[src/rtl/if_fetch_stage.sv]
// Instruction-fetch stage of the 5-stage MIPS32 pipeline.
// Owns the PC, runs the instruction-memory request/response handshake and
// hands {instruction, PC} to the IF/ID register. Branch/jump redirects honour
// the delay slot; exception redirects flush the in-flight fetch.
// Optional build macro IF_PERF_CNT_EN adds fetch/stall performance counters.
module if_fetch_stage #(
  parameter logic [31:0] RESET_PC   = 32'hBFC0_0000,
  parameter logic [31:0] EXC_VECTOR = 32'hBFC0_0380
) (
  input  logic        clk,
  input  logic        reset,
  input  logic        ID_allow_in,
  input  logic        jbr_taken,
  input  logic [31:0] jbr_target,
  input  logic        exc_cancel,
  output logic        inst_req,
  output logic [31:0] inst_addr,
  input  logic        inst_gnt,
  input  logic        inst_rvalid,
  input  logic [31:0] inst_rdata,
  output logic        IF_over,
  output logic [63:0] IF_OUT,
  output logic        PC_EXC_IF
`ifdef IF_PERF_CNT_EN
  ,
  output logic [31:0] perf_fetch_cnt,
  output logic [31:0] perf_stall_cnt
`endif
);

  typedef enum logic [2:0] {
    S_REQ,
    S_WAIT,
    S_HOLD,
    S_EXC,
    S_DROP
  } state_t;

  state_t      state;
  logic [31:0] pc;
  logic [31:0] jbr_tgt_q;
  logic        jbr_pend;
  logic        pc_misaligned;
  logic        handoff;
  logic        rsp_outstanding;
  logic [31:0] next_pc;

  assign pc_misaligned = |pc[1:0];
  // No request is raised while reset is held, even though the FSM sits in REQ.
  assign inst_req      = reset & (state == S_REQ) & ~pc_misaligned;
  assign inst_addr     = {pc[31:2], 2'b00};
  // An exception flush in the same cycle suppresses the handoff.
  assign handoff       = IF_over & ID_allow_in & ~exc_cancel;
  // A redirect arriving together with the handoff is applied immediately.
  assign next_pc       = jbr_taken ? jbr_target :
                         (jbr_pend ? jbr_tgt_q : pc + 32'd4);
  // A memory response is still owed when a request was accepted and its data
  // has not yet been seen; a response landing this very cycle settles it.
  assign rsp_outstanding = (((state == S_WAIT) || (state == S_DROP)) & ~inst_rvalid)
                         | (inst_req & inst_gnt);

  // Redirect target register (pure data, no reset needed).
  always_ff @(posedge clk) begin
    if (jbr_taken && !exc_cancel) begin
      jbr_tgt_q <= jbr_target;
    end
  end

  // Fetch FSM: PC, pending redirect and the registered IF/ID-facing outputs.
  always_ff @(posedge clk or negedge reset) begin
    if (!reset) begin
      state     <= S_REQ;
      pc        <= RESET_PC;
      jbr_pend  <= 1'b0;
      IF_over   <= 1'b0;
      IF_OUT    <= '0;
      PC_EXC_IF <= 1'b0;
    end else if (exc_cancel) begin
      pc        <= EXC_VECTOR;
      jbr_pend  <= 1'b0;
      IF_over   <= 1'b0;
      PC_EXC_IF <= 1'b0;
      state     <= rsp_outstanding ? S_DROP : S_REQ;
    end else begin
      if (jbr_taken) begin
        jbr_pend <= 1'b1;
      end
      case (state)
        S_REQ: begin
          if (pc_misaligned) begin
            state     <= S_EXC;
            IF_over   <= 1'b1;
            PC_EXC_IF <= 1'b1;
            IF_OUT    <= {32'b0, pc};
          end else if (inst_gnt) begin
            state <= S_WAIT;
          end
        end
        S_WAIT: begin
          if (inst_rvalid) begin
            IF_OUT  <= {inst_rdata, pc};
            IF_over <= 1'b1;
            state   <= S_HOLD;
          end
        end
        S_HOLD, S_EXC: begin
          if (handoff) begin
            pc        <= next_pc;
            jbr_pend  <= 1'b0;
            IF_over   <= 1'b0;
            PC_EXC_IF <= 1'b0;
            state     <= S_REQ;
          end
        end
        S_DROP: begin
          if (inst_rvalid) begin
            state <= S_REQ;
          end
        end
        default: state <= S_REQ;
      endcase
    end
  end

`ifdef IF_PERF_CNT_EN
  // Performance counters: completed handoffs and cycles stalled by ID.
  always_ff @(posedge clk or negedge reset) begin
    if (!reset) begin
      perf_fetch_cnt <= '0;
      perf_stall_cnt <= '0;
    end else begin
      if (handoff) begin
        perf_fetch_cnt <= perf_fetch_cnt + 32'd1;
      end
      if (IF_over && !ID_allow_in) begin
        perf_stall_cnt <= perf_stall_cnt + 32'd1;
      end
    end
  end
`endif

endmodule

[config.mk]
export PLATFORM = sky130hd
export DESIGN_NAME = if_fetch_stage
export DESIGN_NICKNAME = d
export VERILOG_FILES = /design/src/rtl/if_fetch_stage.sv
export SDC_FILE = /design/constraint.sdc
export NUM_CORES = 1
export LEC_CHECK = 0
export ABC_AREA = 1
export CAP_MARGIN = 10
export CORE_MARGIN = 2
export CORE_UTILIZATION = 25
export DETAILED_ROUTE_END_ITERATION = 10
export MAX_ROUTING_LAYER = met4
export SYNTH_ARGS = -nofsm -noshare
export SYNTH_HDL_FRONTEND = slang
export SYNTH_SLANG_ARGS = --single-unit
[constraint.sdc]
create_clock -name clk -period 3.6 [get_ports clk]
set_input_delay 1.08 -clock clk [delete_from_list [all_inputs] [get_ports clk]]
set_output_delay 1.08 -clock clk [all_outputs]
set_load 0.01 [all_outputs]
==> summary.txt <==
Io pins - 170
Synth Flop Type - dfrtp_1
DRC violations left - 0
Critical Path RT - 2520 ps
Post CTS Setup Buffer Count - 0
1st-iter DRT viols - 446
Crit Path Max Fanout - 5
Inst Count DP - 1221
Die Span Y - 165.4 um
Clock-pin slew on the worst setup and hold paths - 60 ps
Register area - 0.003525 sq mm
Final wirelength - 20.30 mm
RSZ-0062 raised after global routing - no
Fill cell count - 2692
Syn Inst Count - 767
Rows - 59
Area of the multi-input gates - 0.002381 sq mm
Cells along the critical path - nor2_2 > nand2_1 > nor2_1 > nand2_1 > inv_1 > clkdlybuf4s50_1
Slowest Stage Delay on Critical Path - 540 ps
Worst Path Buf+Inv - 2
Post-synth EDFFs - 32
Core Region - 0.02584 sq mm
Layout cells sized above 1 - 8.388%
Flip-flop and latch count after synthesis - 134
Commonest non-fill, non-tap cells in the layout - 248 x nand2_1, 166 x clkdlybuf4s50_1, 93 x dfrtp_1, 76 x nor2_1, 59 x nand3_1
Placer's final routability congestion estimate - 0.8688
CP max stage cell - clkdlybuf4s50_1
Via count - 5557
Port Buffers - 167
CP startpoint kind - flop
Hold_buf cts - 0
DP HPWL - 14.93 mm
Pre-antenna DRT Iters - 5
Share of the synthesized area in the top cell type - 35.72%
Max Slew Vio Count - 0
Top delay family on crit path - buffers and inverters
CTS max path bufs - 2
HP Class - flop to flop
Max Cap Viol - 0
Largest net degree at the start of global routing - 70
DIE WIDTH - 165.4 um
Routed Antenna Nets - 0
Synthesis Warnings - 0
Clock Sinks - 134
Area leader, netlist - dfrtp_1
Vias in the first global route - 5442
Die area - 0.02737 sq mm
Top cells by area, synth - dfrtp_1 36%, edfxtp_1 15%, nand2_1 14%
FMAX - 330.6 MHz
Tightest Pin Transition - 1084 ps
Layout Cells excl Fill - 1255
Synth-to-layout area growth - 37.16%
Final setup fails - 0
DP Area - 0.008279 sq mm
Total GRT Usage - 15.24%
Commonest non-fill, non-tap cell in the layout - nand2_1
Antenna violations before repair - 2
Final worst-path cycle share - 84.02%
Critical path class - flop to output port
Status - completed
Avg Vias per Cell - 4.428
Post-Syn Area - 0.006515 sq mm
Unique masters post-synth - 35
Design Area, Final - 0.008936 sq mm
Clk_lat worst skew - 420 ps
Setup TNS Final - 0 ps
NumNets Final - 977
Clock root cell - clkbuf_16
Routed len/inst - 16.17 um
Syn avg cell area - 8.494 sq um
Arrival time at the worst endpoint - 1940 ps
PD cells - 754.1 mW/mm^2
Most used cell along the critical path - nand2_1
Peak VDD IR - 0.3388 mV
H-tree levels - 4
Gr ovfl total - 0
Global-route wire length before repair - 30.85 mm
Sequential-to-total area share from yosys stat - 54.10%
Clock Skew - 9.051 ps
TritonCTS buffer count - 17
Rel. slew slack - 27.65%
Initial Utilization - 25.22%
Final hold viol count - 0
Critical path capture point type - output port
CTS tree - done
FFs w/ async S/R, synth - 76.12%
Post-cts resize count - 0
Leak pwr - 3.903 nW
Period minus WS final - 3025 ps
-- final cells by class --
type,instances,share of cell area [%]
antenna,2,0.05601
clock buffer,17,4.761
clock inverter,15,2.534
inverter,52,2.184
multi-input combinational,521,26.65
sequential,134,39.44
tap,335,4.691
timing repair buffer,179,19.69
-- worst paths after layout --
kind / startpoint / endpoint / slack [ps] / cells after the start
min in group asynchronous: reset / IF_OUT[57] / 810 / 2
max reg2reg: pc[3] / pc[12] / 1750 / 9
min reg2reg: IF_OUT[3] / IF_OUT[3] / 480 / 2
max in group asynchronous: reset / IF_OUT[23] / 1540 / 3
max: state[2] / inst_req / 580 / 6
min: IF_OUT[3] / IF_OUT[3] / 480 / 2
-- power breakdown --
part	internal (W)	leakage, nW	switching (W)	total [W]
Combinational	0.00110	1.99	0.00128	0.00238
Clock	0.00123	0.310	0.000707	0.00194
Sequential	0.00202	1.61	0.000393	0.00242
-- worst reg2reg max path, cell delays in order, from the launching register on --
cell	delay (ps)
dfrtp_1	460
ha_1	220
nand2_1	90
nor2_2	180
nand2_1	190
nor2_2	260
xor2_1	170
nand2_1	60
nand2_1	70
nand2_1	40
-- synthesized netlist by cell type (all sizes together) (2+ instances only) --
| library cell | number |
|---|---|
| buf | 51 |
| nor3 | 3 |
| a32o | 2 |
| nand2 | 251 |
| dfrtp | 93 |
| o31ai | 2 |
| a211oi | 6 |
| o221ai | 3 |
| o22ai | 16 |
| edfxtp | 32 |
| nand3b | 2 |
| a22oi | 3 |
| inv | 52 |
| and2 | 4 |
| a22o | 3 |
| clkbuf | 10 |
| xor2 | 8 |
| nand3 | 59 |
| a21oi | 13 |
| dfstp | 9 |
| o21ai | 54 |
| nor2 | 87 |
-- sequential cells by signal (all words and copies together) (netlist names) --
register,count
state,3
IF_OUT,64
PC_EXC_IF,1
jbr_tgt_q,32
pc,32
jbr_pend,1
IF_over,1
-- through the flow --
step                power (W)  worst slack (ps)  hold slack [ps]  util [%]
global placement     0.004819             614.3            455.8     32.04
CTS                  0.006823             548.0            479.2     34.57
detailed placement   0.004851             590.9            463.0     32.04
floorplan            0.003728             481.1            495.7         -
finish               0.006739             575.4            476.9     34.59
global route         0.007161             467.7            498.9     34.59
-- routing by layer --
layer  up-vias  part of all wire (%)  track usage [%]
li1       2748                     -                -
met1      2647                    44            19.84
met2       141                    49            23.69
met3        21                   5.9            3.746
met4         0                   1.4            4.271
met5         -                     0                -
-- logic make-up after synthesis --
logic type,count (synthesis),synth area share [%]
AOI/OAI and AO/OA,104,9.468
buffers and inverters,113,9.449
other,1,0.05756
xor gates and xnor gates,8,1.076
and+or+nand+nor,406,25.66
DFF,134,54.10
adders and majority gates,1,0.1920
Power figures use the tool's default switching activity.
